==> src/rtl/pipeline_3_memory_pkg.sv <==
// Shared definitions for the stage-3 memory/commit block: control-bundle bit
// positions, branch condition codes, the memory FSM state type and the flag record.
package pipeline_3_memory_pkg;

  localparam int DW_DEF = 16;
  localparam int CW_DEF = 22;

  localparam int CTRL_RD_HI = 21;
  localparam int CTRL_RD_LO = 19;
  localparam int CTRL_MEMW  = 3;
  localparam int CTRL_MEMR  = 2;
  localparam int CTRL_REGW  = 1;
  localparam int CTRL_SETF  = 0;

  localparam logic [2:0] COND_AL = 3'b000;
  localparam logic [2:0] COND_EQ = 3'b001;
  localparam logic [2:0] COND_NE = 3'b010;
  localparam logic [2:0] COND_LT = 3'b011;
  localparam logic [2:0] COND_LE = 3'b100;
  localparam logic [2:0] COND_NV = 3'b111;

  typedef enum logic [1:0] {
    IDLE   = 2'd0,
    ACCESS = 2'd1,
    DONE   = 2'd2
  } mem_state_t;

  typedef struct packed {
    logic n;
    logic z;
    logic v;
  } flags_t;

endpackage

==> src/rtl/pipeline_3_memory_if.sv <==
// Data-memory request/acknowledge bus between stage 3 (master) and memory (slave).
// Handshake: master raises mem_req with stable mem_we/mem_addr/mem_wdata and holds
// it until the slave pulses mem_ack for one cycle; mem_rdata is valid with that pulse.
interface pipeline_3_memory_if #(
  parameter int DW = 16
) ();
  logic          mem_req;
  logic          mem_we;
  logic [DW-1:0] mem_addr;
  logic [DW-1:0] mem_wdata;
  logic [DW-1:0] mem_rdata;
  logic          mem_ack;

  modport master (
    output mem_req, mem_we, mem_addr, mem_wdata,
    input  mem_rdata, mem_ack
  );

  modport slave (
    input  mem_req, mem_we, mem_addr, mem_wdata,
    output mem_rdata, mem_ack
  );
endinterface

==> src/rtl/pipeline_3_memory_cond_eval.sv <==
// Branch condition evaluator: committed {N,Z,V} plus a 3-bit code -> taken.
// Codes outside AL/EQ/NE/LT/LE never take.
module pipeline_3_memory_cond_eval
  import pipeline_3_memory_pkg::*;
(
  input  flags_t     flags,
  input  logic [2:0] cond,
  output logic       taken
);

  always_comb begin
    taken = 1'b0;
    case (cond)
      COND_AL: taken = 1'b1;
      COND_EQ: taken = flags.z;
      COND_NE: taken = ~flags.z;
      COND_LT: taken = flags.n ^ flags.v;
      COND_LE: taken = (flags.n ^ flags.v) | flags.z;
      default: taken = 1'b0;
    endcase
  end

endmodule

==> src/rtl/pipeline_3_memory.sv <==
// Stage 3 of the Kaiserlake pipeline: commits flags, resolves the delayed branch
// and runs data-memory loads/stores, stalling upstream while memory is busy.
module pipeline_3_memory
  import pipeline_3_memory_pkg::*;
#(
  parameter int DW = DW_DEF,
  parameter int CW = CW_DEF
) (
  input  logic                clk,
  input  logic                rst,
  input  logic [CW-1:0]       control_in,
  input  logic [DW-1:0]       result_in,
  input  logic [DW-1:0]       data_Rd_in,
  input  logic                highbit_Rm_in,
  input  logic                highbit_Rn_in,
  input  logic [5:0]          inst_type_in,
  input  logic [DW-1:0]       delayed_B_in,
  input  logic [2:0]          delayed_cond_in,
  pipeline_3_memory_if.master mem,
  output logic                stall_out,
  output logic                branch_taken,
  output logic [DW-1:0]       branch_target,
  output logic [2:0]          flags_out,
  output logic [CW-1:0]       control_out,
  output logic [DW-1:0]       wb_data,
  output logic                wb_en,
  output mem_state_t          dbg_state
);

  logic [CW-1:0] ctrl_q,      ctrl_d;
  logic [5:0]    inst_type_q, inst_type_d;
  logic [2:0]    cond_q,      cond_d;
  logic [DW-1:0] result_q,    result_d;
  logic [DW-1:0] rd_q,        rd_d;
  logic          hbrm_q,      hbrm_d;
  logic          hbrn_q,      hbrn_d;
  logic [DW-1:0] target_q,    target_d;
  logic [DW-1:0] load_buf_q,  load_buf_d;
  flags_t        flags_q,     flags_d;
  mem_state_t    state_q,     state_d;

  logic   stall;
  logic   load_en;
  logic   in_is_mem;
  logic   cur_is_mem;
  logic   cond_taken;
  flags_t flags_new;
  logic   unused_inst_type;

  assign load_en    = ~stall;
  assign in_is_mem  = control_in[CTRL_MEMR] | control_in[CTRL_MEMW];
  assign cur_is_mem = ctrl_q[CTRL_MEMR] | ctrl_q[CTRL_MEMW];

  // Flags are computed from the instruction sitting in the stage register and
  // committed on the edge that retires it (SUB/CMP overflow rule).
  always_comb begin
    flags_new.n = result_q[DW-1];
    flags_new.z = (result_q == '0);
    flags_new.v = (hbrn_q != hbrm_q) && (result_q[DW-1] != hbrn_q);
  end

  always_comb begin
    ctrl_d      = ctrl_q;
    inst_type_d = inst_type_q;
    cond_d      = cond_q;
    result_d    = result_q;
    rd_d        = rd_q;
    hbrm_d      = hbrm_q;
    hbrn_d      = hbrn_q;
    target_d    = target_q;
    flags_d     = flags_q;
    load_buf_d  = load_buf_q;
    if (load_en) begin
      ctrl_d      = control_in;
      inst_type_d = inst_type_in;
      cond_d      = delayed_cond_in;
      result_d    = result_in;
      rd_d        = data_Rd_in;
      hbrm_d      = highbit_Rm_in;
      hbrn_d      = highbit_Rn_in;
      target_d    = delayed_B_in;
      if (ctrl_q[CTRL_SETF]) begin
        flags_d = flags_new;
      end
    end
    if ((state_q == ACCESS) && mem.mem_ack) begin
      load_buf_d = mem.mem_rdata;
    end
  end

  // State register: the FSM and the stage registers share the same reset.
  always_ff @(posedge clk) begin
    if (!rst) begin
      ctrl_q      <= '0;
      inst_type_q <= '0;
      cond_q      <= COND_NV;
      result_q    <= '0;
      rd_q        <= '0;
      hbrm_q      <= 1'b0;
      hbrn_q      <= 1'b0;
      target_q    <= '0;
      load_buf_q  <= '0;
      flags_q     <= '0;
      state_q     <= IDLE;
    end else begin
      ctrl_q      <= ctrl_d;
      inst_type_q <= inst_type_d;
      cond_q      <= cond_d;
      result_q    <= result_d;
      rd_q        <= rd_d;
      hbrm_q      <= hbrm_d;
      hbrn_q      <= hbrn_d;
      target_q    <= target_d;
      load_buf_q  <= load_buf_d;
      flags_q     <= flags_d;
      state_q     <= state_d;
    end
  end

  // Next state: a memory op enters ACCESS on the same edge that captures it.
  always_comb begin
    state_d = state_q;
    case (state_q)
      IDLE, DONE: state_d = in_is_mem ? ACCESS : IDLE;
      ACCESS:     state_d = mem.mem_ack ? DONE : ACCESS;
      default:    state_d = IDLE;
    endcase
  end

  // Outputs: writeback fires once, in IDLE for ALU ops or in DONE for loads.
  always_comb begin
    stall       = 1'b0;
    mem.mem_req = 1'b0;
    mem.mem_we  = 1'b0;
    wb_en       = 1'b0;
    wb_data     = result_q;
    case (state_q)
      IDLE: begin
        wb_en = ctrl_q[CTRL_REGW] & ~cur_is_mem;
      end
      ACCESS: begin
        stall       = 1'b1;
        mem.mem_req = 1'b1;
        mem.mem_we  = ctrl_q[CTRL_MEMW];
      end
      DONE: begin
        wb_data = load_buf_q;
        wb_en   = ctrl_q[CTRL_REGW] & ctrl_q[CTRL_MEMR] & ~ctrl_q[CTRL_MEMW];
      end
      default: ;
    endcase
  end

  pipeline_3_memory_cond_eval u_cond_eval (
    .flags (flags_q),
    .cond  (cond_q),
    .taken (cond_taken)
  );

  assign mem.mem_addr     = result_q;
  assign mem.mem_wdata    = rd_q;
  assign stall_out        = stall;
  assign control_out      = stall ? '0 : ctrl_q;
  assign branch_taken     = ~stall & cond_taken;
  assign branch_target    = target_q;
  assign flags_out        = flags_q;
  assign dbg_state        = state_q;
  assign unused_inst_type = ^inst_type_q;

endmodule

==> src/flat_wrapper.sv <==
// flat-port wrapper written by rule: the top's interface ports become plain ports
module pipeline_3_memory_flat import pipeline_3_memory_pkg::*;
#(
  parameter int DW = DW_DEF,
  parameter int CW = CW_DEF
)
  (clk, rst, control_in, result_in, data_Rd_in, highbit_Rm_in, highbit_Rn_in, inst_type_in, delayed_B_in, delayed_cond_in, stall_out, branch_taken, branch_target, flags_out, control_out, wb_data, wb_en, dbg_state, mem_mem_req, mem_mem_we, mem_mem_addr, mem_mem_wdata, mem_mem_rdata, mem_mem_ack);
  pipeline_3_memory_if #(.DW(DW)) mem_i ();
  input  logic clk;
  input  logic rst;
  input  logic [CW-1:0] control_in;
  input  logic [DW-1:0] result_in;
  input  logic [DW-1:0] data_Rd_in;
  input  logic highbit_Rm_in;
  input  logic highbit_Rn_in;
  input  logic [5:0] inst_type_in;
  input  logic [DW-1:0] delayed_B_in;
  input  logic [2:0] delayed_cond_in;
  output logic stall_out;
  output logic branch_taken;
  output logic [DW-1:0] branch_target;
  output logic [2:0] flags_out;
  output logic [CW-1:0] control_out;
  output logic [DW-1:0] wb_data;
  output logic wb_en;
  output mem_state_t dbg_state;
  output wire logic [$bits(mem_i.mem_req)-1:0] mem_mem_req;
  output wire logic [$bits(mem_i.mem_we)-1:0] mem_mem_we;
  output wire logic [$bits(mem_i.mem_addr)-1:0] mem_mem_addr;
  output wire logic [$bits(mem_i.mem_wdata)-1:0] mem_mem_wdata;
  input wire logic [$bits(mem_i.mem_rdata)-1:0] mem_mem_rdata;
  input wire logic [$bits(mem_i.mem_ack)-1:0] mem_mem_ack;
  assign mem_mem_req = mem_i.mem_req;
  assign mem_mem_we = mem_i.mem_we;
  assign mem_mem_addr = mem_i.mem_addr;
  assign mem_mem_wdata = mem_i.mem_wdata;
  assign mem_i.mem_rdata = mem_mem_rdata;
  assign mem_i.mem_ack = mem_mem_ack;
  pipeline_3_memory #(.DW(DW), .CW(CW)) u_core (.clk(clk), .rst(rst), .control_in(control_in), .result_in(result_in), .data_Rd_in(data_Rd_in), .highbit_Rm_in(highbit_Rm_in), .highbit_Rn_in(highbit_Rn_in), .inst_type_in(inst_type_in), .delayed_B_in(delayed_B_in), .delayed_cond_in(delayed_cond_in), .mem(mem_i), .stall_out(stall_out), .branch_taken(branch_taken), .branch_target(branch_target), .flags_out(flags_out), .control_out(control_out), .wb_data(wb_data), .wb_en(wb_en), .dbg_state(dbg_state));
endmodule
==> config.mk <==
export PLATFORM = sky130hd
export DESIGN_NAME = pipeline_3_memory_flat
export DESIGN_NICKNAME = d
export VERILOG_FILES = /design/src/rtl/pipeline_3_memory_pkg.sv /design/src/rtl/pipeline_3_memory_if.sv /design/src/rtl/pipeline_3_memory_cond_eval.sv /design/src/rtl/pipeline_3_memory.sv /design/src/flat_wrapper.sv
export SDC_FILE = /design/constraint.sdc
export NUM_CORES = 1
export LEC_CHECK = 0
export BUFFER_PORTS_ARGS = -buffer_cell sky130_fd_sc_hd__buf_2
export CAP_MARGIN = 20
export CORE_MARGIN = 10
export CORE_UTILIZATION = 28
export DETAILED_ROUTE_END_ITERATION = 7
export GPL_TIMING_DRIVEN = 0
export SYNTH_ARGS = -nofsm -noshare
export SYNTH_HDL_FRONTEND = slang
export SYNTH_HIERARCHICAL = 1
export SYNTH_SLANG_ARGS = --single-unit
==> constraint.sdc <==
create_clock -name clk -period 3.4 [get_ports clk]
set_input_delay 0.34 -clock clk [delete_from_list [all_inputs] [get_ports clk]]
set_output_delay 0.34 -clock clk [all_outputs]
set_load 0.05 [all_outputs]
==> impl_metrics.json, run 1 <==
{
  "status": "complete, no violations",
  "cp-end-kind": "output port",
  "startpoint_type": "flop",
  "crit_fanout": 10,
  "numCtsBuffers": 9,
  "hold_ws_ps": 204,
  "worstSetupPathType": "flop to output port",
  "antenna_found_initial": 2,
  "yosys.area.top_type": "dfxtp_1",
  "cp_top_family": "buffers and inverters",
  "htree_levels": 3,
  "path_buf_inv": 3,
  "grt_overflow": 0,
  "grt_usage": 0.138,
  "maxCapViolations": 0,
  "crit_arrival_ps": 1870,
  "period_needed_ps": 2210,
  "synth_edf_count": 0,
  "rsz0062_at_grt": "false",
  "ys_ff_latch": 96,
  "synthesis.instances": 479,
  "path_cells": "nand2b_1 > buf_4 > buf_2 > and2_1 > buf_2",
  "tightest_slew_ps": 563,
  "setup_viol": 0,
  "num_rows": 42,
  "synthTopCellsByArea": "dfxtp_1 50%, nand2_1 18%, a21oi_1 12%, mux2_4 4.3%, and2_1 3.5%",
  "vias": 3770,
  "leakage_nw": 2.64,
  "dp_hpwl_mm": 10.3,
  "synth_warnings": 6,
  "route.antenna.remaining_nets": 0,
  "io_buffers": 189,
  "post-cts-setup-buffer-count": 0,
  "syn2layout_area_growth_pct": 37.9,
  "intPower_w": 0.00202,
  "final-hold-violation-count": 0,
  "cp_slowest_cell": "dfxtp_1",
  "clk_pin_slew_ps": 60,
  "synth_commonest_cells": "182 x nand2_1, 96 x dfxtp_1, 90 x a21oi_1",
  "wl_per_cell_um": 15.6,
  "finClkSkew_ps": 5.00,
  "wl_mm": 13.4,
  "slowest_delay_ps": 460,
  "setup_tns_ps": 0,
  "async_flop_share": 0,
  "nNetsFinal": 779,
  "clkLatencyLatePin_ps": 340,
  "place_inst": 844,
  "timing.final.crit_share": 0.650,
  "cpMostUsedCell": "buf_2",
  "dr.pass1.iters": 5,
  "rrSetupSlack_ps": 1990,
  "slew_headroom": 0.625,
  "ys_seq_area_frac": 0.496,
  "drt_iter0_markers": 158,
  "drc_errors": 0,
  "worstPathRequired_ps": 3060,
  "hold_buffers": 0,
  "p_switching_w": 0.000979,
  "fmax_mhz": 452,
  "synth_top_flop_cell": "dfxtp_1",
  "swShare": 0.327,
  "tritoncts": "yes",
  "ios": 196,
  "syn_area_mm2": 0.00388,
  "vias_per_cell": 4.38,
  "seq_power_share": 0.418,
  "cts_resized": 0,
  "yosysUniqueCellTypes": 30,
  "cts.path.max_buffers": 2,
  "drive_gt1_frac": 0.367,
  "cts_root_buf": "clkbuf_16",
  "final_cells": 861,
  "die_x_um": 138,
  "n_fill_cell": 1460,
  "syn_nets": 579,
  "place_congestion": 0.753,
  "fp.dieArea_mm2": 0.0190,
  "hold_path.class": "primary input to flop",
  "grt_max_degree": 15,
  "initial_core_util": 0.289,
  "grt_pass1_wl_mm": 20.3,
  "grt_pass1_vias": 3670,
  "power_frac_comb": 0.238,
  "coreArea_mm2": 0.0134,
  "clkPwrFrac": 0.344,
  "yosysTopAreaCellShare": 0.496,
  "postSynthAreaPerCell_um2": 8.09,
  "power_density_mw_per_mm2": 561,
  "clock_sinks": 96,
  "ir_drop_uv": 213,
  "die_height_um": 138,
  "synth.most_common_cell": "nand2_1",
  "slew_violations": 0
}
## registers in the layout (all words and copies together), names as in the netlist
signal,count
u_core/cond_q,3
u_core/load_buf_q,16
u_core/mem.mem_wdata,16
u_core/ctrl_q,22
u_core/dbg_state,2
u_core/branch_target,16
u_core/hbrn_q,1
u_core/flags_out,3
u_core/hbrm_q,1
u_core/mem.mem_addr,16
## cell type report
class                   instances  area, um2  share of cell area
well taps                     176        220              0.0412
diodes                          1       2.50            0.000468
flip-flops and latches         96       1920               0.359
repair buffers                189        946               0.177
inverters                       4       15.0             0.00281
clock inverters                 3       40.0             0.00749
clock buffers                  13        260              0.0487
multi-input cells             344       1730               0.323
plain buffers                  35        215              0.0403
## cell usage in the layout, fill, tap and decap left out, drive strengths merged, types with 2 or more instances in the layout
| master | n |
|---|---|
| inv | 4 |
| and3b | 2 |
| and2 | 22 |
| xor2 | 2 |
| clkbuf | 24 |
| nand2 | 182 |
| buf | 213 |
| nor4b | 2 |
| nor4 | 2 |
| a21oi | 92 |
| clkinv | 2 |
| nand3 | 5 |
| mux2 | 17 |
| nand2b | 2 |
| o21ai | 3 |
| nor2 | 5 |
| dfxtp | 96 |
## worst paths after layout
check / to / cells past startpoint / startpoint
setup / recovery: control_out[17] / 5 / u_core/dbg_state[1]
setup reg to reg: u_core/load_buf_q[6] / 4 / u_core/dbg_state[1]
hold / removal: u_core/cond_q[2] / 3 / delayed_cond_in[2]
hold reg to reg: u_core/ctrl_q[11] / 2 / u_core/ctrl_q[11]
## power groups by stage
stage	Clock (W)	Sequential, W	Combinational (W)
2_1_floorplan	0	0.00142	0.000363
3_3_place_gp	0	0.00128	0.000723
3_5_place_dp	0	0.00128	0.000725
4_1_cts	0.00106	0.00125	0.000727
5_1_grt	0.00112	0.00126	0.000772
6_report	0.00103	0.00125	0.000715
## metrics by stage
| stage | setup WS (ps) | area (um2) | utilization | power, W |
|---|---|---|---|---|
| finish | 1190 | 5350 | 0.399 | 0.00300 |
| global route | 1010 | 5340 | 0.399 | 0.00315 |
| CTS | 1110 | 5340 | 0.399 | 0.00304 |
| detailed placement | 1490 | 5040 | 0.376 | 0.00200 |
| global placement | 1480 | 5040 | 0.376 | 0.00200 |
| floorplan | 603 | 3880 | - | 0.00179 |
## kinds of logic after synthesis
family	after synthesis	share of synthesized area
XOR/XNOR	2	0.00452
buffers and inverters	39	0.0594
multiplexers	18	0.0626
flip-flops	96	0.496
AO/OA/AOI/OAI	99	0.135
AND/OR/NAND/NOR	225	0.243
## routing by layer
metal  wire length, um  track usage  vias up
met2              6230        0.220      110
met5                16            0        -
li1                  -            -     1961
met1              5670        0.162     1683
met3              1340       0.0630       14
met4               155       0.0457        2
## worst min-delay path: stages
cell and delay [ps]:
buf_2 70, nand2_1 40, nand3_1 60
Note: power is estimated with default switching activity, not from simulation.
==> run 2, diff against run 1 <==
--- a/config.mk
+++ b/config.mk
@@ -5,6 +5,7 @@
 export SDC_FILE = /design/constraint.sdc
 export NUM_CORES = 1
 export LEC_CHECK = 0
+export ABC_AREA = 1
 export BUFFER_PORTS_ARGS = -buffer_cell sky130_fd_sc_hd__buf_2
 export CAP_MARGIN = 20
 export CORE_MARGIN = 10
==> constraint.sdc (replaced) <==
create_clock -name clk -period 2.1 [get_ports clk]
set_input_delay 0.21 -clock clk [delete_from_list [all_inputs] [get_ports clk]]
set_output_delay 0.21 -clock clk [all_outputs]
set_load 0.05 [all_outputs]
==> run 2 against run 1 <==
Net effect: hold slack worse by 150 ps; largest cell class unchanged; sequential cell count stayed put; power is 67% higher; critical path depth stayed put; final area is 0.91% lower; die area is 2.2% lower; highest routed layer is now met4; combinational power is 90% higher; worst setup slack worse by 1000 ps; final cell count is 4.9% higher; clock-buffer cell count is 1 higher; sequential power is 66% higher.
==> impl_metrics.json, run 2 <==
{
  "synth.most_common_cell": "nor2_1",
  "synth_edf_count": 0,
  "cp-end-kind": "output port",
  "crit_arrival_ps": 1750,
  "p_total_w": 0.00499,
  "initial_core_util": 0.285,
  "clock_sinks": 96,
  "period_needed_ps": 1960,
  "p_switching_w": 0.00179,
  "coreArea_mm2": 0.0132,
  "grt_max_degree": 15,
  "num_rows": 42,
  "grt_usage": 0.146,
  "wl_per_cell_um": 15.1,
  "layout_commonest_cell": "buf_2",
  "placed_cell_area_mm2": 0.00497,
  "startpoint_type": "flop",
  "nNetsFinal": 820,
  "worstPathRequired_ps": 1890,
  "ys_seq_area_frac": 0.509,
  "synth_top_flop_cell": "dfxtp_1",
  "die_x_um": 136,
  "place_congestion": 0.785,
  "clk_pin_slew_ps": 70,
  "met1_usage": 0.175,
  "ir_drop_uv": 496,
  "power_density_mw_per_mm2": 943,
  "grt_overflow": 0,
  "ios": 196,
  "status": "complete, no violations",
  "grtUsageMet2": 0.225,
  "seq_power_share": 0.414,
  "dpl_worst_slack_ps": 174,
  "fp.dieArea_mm2": 0.0185,
  "drive_gt1_frac": 0.330,
  "seqCellArea_mm2": 0.00192,
  "final-hold-violation-count": 0,
  "power_frac_comb": 0.273,
  "hold_ws_ps": 58.3,
  "slew_violations": 0,
  "async_flop_share": 0,
  "drc_errors": 0,
  "finClkSkew_ps": 6.33,
  "vias": 3997,
  "intPower_w": 0.00320,
  "grt_pass1_vias": 3841,
  "cts_root_buf": "clkbuf_16",
  "htree_levels": 3,
  "maxCapViolations": 0,
  "gr-usage-met3": 0.0720,
  "dr.pass1.iters": 5,
  "slew_headroom": 0.657,
  "dp_hpwl_mm": 10.6,
  "syn_nets": 619,
  "swShare": 0.358,
  "yosys.area.top_type": "dfxtp_1",
  "postSynthAreaPerCell_um2": 7.28,
  "n_fill_cell": 1508,
  "setup_ws_ps": 140,
  "clkLatencyLatePin_ps": 350,
  "fmax_mhz": 510,
  "vias_per_cell": 4.43,
  "hold_path.class": "primary input to flop",
  "worstSetupPathType": "flop to output port",
  "stdcell_area_mm2": 0.00530,
  "largest_register_ffs": 22,
  "setup_viol": 0,
  "rsz0062_at_grt": "false",
  "route.antenna.remaining_nets": 0,
  "numCtsBuffers": 9,
  "synth_warnings": 6,
  "largest-register": "u_core/ctrl_q",
  "tritoncts": "yes",
  "tightest_slew_ps": 514,
  "synthesis.instances": 519,
  "syn2layout_area_growth_pct": 40.3,
  "multi_input_area_mm2": 0.00151,
  "final_cell_mix": "190 x buf_2, 123 x nor2_1, 95 x o21ai_0, 95 x dfxtp_1, 51 x inv_1",
  "final_cells": 903,
  "synth_commonest_cells": "132 x nor2_1, 99 x o21ai_0, 96 x dfxtp_1",
  "wl_mm": 13.6,
  "cts.path.max_buffers": 2,
  "antenna_found_initial": 2,
  "syn_area_mm2": 0.00378,
  "timing.final.crit_share": 0.933,
  "yosysTopAreaCellShare": 0.509,
  "hold_buffers": 0,
  "leakage_nw": 2.66,
  "crit_fanout": 10,
  "grt_pass1_wl_mm": 21.1,
  "grt_most_used_layer": "met2",
  "die_height_um": 136,
  "clkPwrFrac": 0.313,
  "synthTopCellsByArea": "dfxtp_1 51%, nor2_1 13%, o21ai_0 13%, a21oi_1 5.7%, inv_1 5.1%",
  "yosysUniqueCellTypes": 20,
  "io_buffers": 188,
  "ys_ff_latch": 96,
  "drt_iter0_markers": 185,
  "place_inst": 883
}
-- run 2: critical path, cell delays in order, from the launching register on --
cell	delay, ps
dfxtp_1	340
inv_2	100
nand2_1	150
clkbuf_2	240
o21ai_0	270
clkbuf_4	300
-- run 2: layout make-up --
type	instances	area share
plain buffers	36	0.0361
clock inverters	2	0.00260
repair buffers	190	0.184
clock buffers	14	0.0498
inverters	53	0.0376
well taps	176	0.0416
diodes	2	0.000945
flip-flops and latches	96	0.363
multi-input cells	334	0.285
-- run 2: repair_timing --
item | 4_1_cts | 5_1_grt
resized for setup | 7 | 10
pin swaps | 1 | 0
buffers inserted | 2 | 0
endpoints found under the setup margin | 38 | 13
-- run 2: path summary, 6_finish.rpt --
check | start | to | slack (ps) | cells past startpoint
worst max register to register | u_core/dbg_state[0] | u_core/cond_q[0] | 560 | 7
worst min register to register | u_core/load_buf_q[14] | u_core/load_buf_q[14] | 450 | 2
worst min-delay path | delayed_cond_in[2] | u_core/cond_q[2] | 60 | 3
worst max-delay path | u_core/dbg_state[0] | wb_data[0] | 140 | 5
-- run 2: power groups by stage --
stage,Combinational [W],Sequential (W),Clock (W)
floorplan,0.000668,0.00240,0
global placement,0.00136,0.00211,0
detailed placement,0.00136,0.00211,0
CTS,0.00138,0.00207,0.00163
global route,0.00149,0.00209,0.00169
finish,0.00136,0.00207,0.00156
-- run 2: logic make-up (layout without fill, tap and decap cells) --
group / after synthesis / after routing / synth area share
other cells: 0 / 2 / 0
flops: 96 / 96 / 0.509
simple gates: 183 / 183 / 0.189
buf+inv: 89 / 295 / 0.0994
compound gates: 150 / 150 / 0.200
xor+xnor: 1 / 1 / 0.00232
-- run 2: metal layers --
layer / vias up / wire length, um
met5: - / 0
met4: 0 / 181
met3: 12 / 1550
met2: 152 / 6180
met1: 1777 / 5730
li1: 2056 / -
-- run 2: through the flow --
| stage | setup TNS, ps | utilization |
|---|---|---|
| 6_report | 0 | 0.400 |
| 5_1_grt | 0 | 0.400 |
| 4_1_cts | 0 | 0.398 |
| 3_5_place_dp | 0 | 0.375 |
| 3_3_place_gp | 0 | 0.375 |
| 2_1_floorplan | -4370 | - |
==> run 3, diff against run 2 <==
==> constraint.sdc (replaced) <==
create_clock -name clk -period 2.1 [get_ports clk]
set_input_delay 0 -clock clk [delete_from_list [all_inputs] [get_ports clk]]
set_output_delay 0 -clock clk [all_outputs]
set_load 0.05 [all_outputs]
==> run 3 against run 2 <==
Net effect: clock power rose by 20%; power increased by 9.0%; via count up 7.9%; first-iteration DRC count increased by 18%; die area unchanged; maximum frequency is 1.3% higher; clock skew about the same; final area rose by 18%; sequential power barely moved; utilization grew 7.2 points; global-route usage rose by 1.5 points; critical endpoint is now u_core/cond_q[0]; largest cell class is now non-clock buffers.
==> impl_metrics.json, run 3 (same netlist as run 2, synthesis figures left out) <==
{
  "syn2layout_area_growth_pct": 65.7,
  "dp_hpwl_mm": 10.6,
  "power_density_mw_per_mm2": 870,
  "cp-end-kind": "flop",
  "layout_commonest_cell": "buf_2",
  "worstSetupPathType": "flop to flop",
  "drt_iter0_markers": 218,
  "setup_ws_ps": 166,
  "crit_fanout": 10,
  "fp.dieArea_mm2": 0.0185,
  "num_rows": 42,
  "cts.path.max_buffers": 2,
  "startpoint_type": "flop",
  "rsz0062_at_grt": "false",
  "ir_drop_uv": 332,
  "cpMostUsedCell": "inv_2",
  "antenna_found_initial": 0,
  "p_total_w": 0.00544,
  "grt_overflow": 0,
  "grt_pass1_vias": 4358,
  "route.antenna.remaining_nets": 0,
  "clock_sinks": 96,
  "grt_pass1_wl_mm": 23.4,
  "coreArea_mm2": 0.0132,
  "finClkSkew_ps": 5.98,
  "io_buffers": 188,
  "grt_max_degree": 15,
  "slew_headroom": 0.670,
  "tritoncts": "yes",
  "drc_errors": 0,
  "place_congestion": 0.822,
  "numCtsBuffers": 9,
  "largest-register": "u_core/ctrl_q",
  "dr.pass1.iters": 4,
  "worstPathRequired_ps": 2330,
  "cp_slowest_cell": "dlygate4sd3_1",
  "tightest_slew_ps": 495,
  "final_cell_mix": "200 x buf_2, 132 x nor2_1, 96 x o21ai_0, 96 x dfxtp_1, 95 x dlygate4sd3_1",
  "fmax_mhz": 517,
  "slowest_delay_ps": 590,
  "timing.final.crit_share": 0.921,
  "htree_levels": 3,
  "clkLatencyLatePin_ps": 350,
  "cts_root_buf": "clkbuf_16",
  "path_cells": "inv_2 > nor2_4 > inv_2 > clkbuf_1 > nand2_1 > nand3_1 > dlygate4sd3_1",
  "crit_arrival_ps": 2170,
  "final-hold-violation-count": 0,
  "die_height_um": 136,
  "cts_resized": 0,
  "slew_violations": 0,
  "hold_path.class": "primary input to flop",
  "vias_per_cell": 4.33,
  "die_x_um": 136,
  "num_antenna_cells": 0,
  "initial_core_util": 0.285,
  "dpl_worst_slack_ps": 526,
  "nNetsFinal": 916,
  "grt_usage": 0.161,
  "maxCapViolations": 0,
  "status": "complete, no violations",
  "drive_gt1_frac": 0.279,
  "worstHoldPathCells": 3,
  "wl_mm": 15.1,
  "ios": 196,
  "period_needed_ps": 1930,
  "vias": 4312,
  "largest_register_ffs": 22,
  "ff2ff_path_depth": 7,
  "clk_pin_slew_ps": 60,
  "wl_per_cell_um": 15.1,
  "leakage_nw": 3.08,
  "setup_viol": 0
}
[run 3: cell types whose count changed in the layout (fill, tap and decap cells not counted), sizes merged]
cell,change
clkbuf,-7
bufinv,+2
buf,+7
dlygate4sd3,+95
diode,-2
clkinv,-2
[run 3: report_power, final]
part | leakage [nW] | internal (W) | switching [W] | total (W)
sequential | 0.798 | 0.00198 | 0.0000905 | 0.00207
clock | 0.168 | 0.00117 | 0.000700 | 0.00187
combinational | 2.12 | 0.000459 | 0.00105 | 0.00151
[run 3: final cells by class]
cell class | count | area (um2)
plain buffers | 36 | 176
clock buffers | 13 | 280
clock inverters | 2 | 60.1
fillers | 1357 | 6990
inverters | 53 | 199
multi-input cells | 334 | 1490
flip-flops and latches | 96 | 1920
well taps | 176 | 220
repair buffers | 286 | 1910
[run 3: per-stage QoR]
stage	cell area (um2)	util	instances	hold slack [ps]	setup TNS [ps]
final	6260	0.473	996	35.5	0
after floorplan	3780	-	519	113	-1640
after CTS	6230	0.471	993	30.4	0
after global placement	4940	0.373	883	205	0
after detailed placement	4940	0.373	883	212	0
after global routing	6260	0.473	996	68.7	0
[run 3: repair_timing]
item	in CTS	in global routing
setup buffers	0	3
endpoints found under the setup margin	0	3
endpoints found under the hold margin	92	0
hold buffers	95	0
[run 3: worst max-delay path: cells and delay by family (launching register included)]
family	cells	cell delay (ps)
buffers and inverters	4	1050
DFF	1	380
and+or+nand+nor	3	390
[run 3: path summary, 6_finish.rpt]
| kind | end | slack (ps) | start |
|---|---|---|---|
| setup / recovery | u_core/cond_q[0] | 170 | u_core/dbg_state[0] |
| hold / removal | u_core/ctrl_q[0] | 40 | rst |
| setup reg to reg | u_core/cond_q[0] | 170 | u_core/dbg_state[0] |
| hold reg to reg | u_core/load_buf_q[1] | 450 | u_core/load_buf_q[1] |
[run 3: routing by layer]
layer	part of all wire	vias to the layer above	global-route usage
met5	0	-	0
met4	0.021	0	0.0651
met3	0.086	20	0.0583
met2	0.47	143	0.262
met1	0.42	1907	0.188
li1	-	2242	-
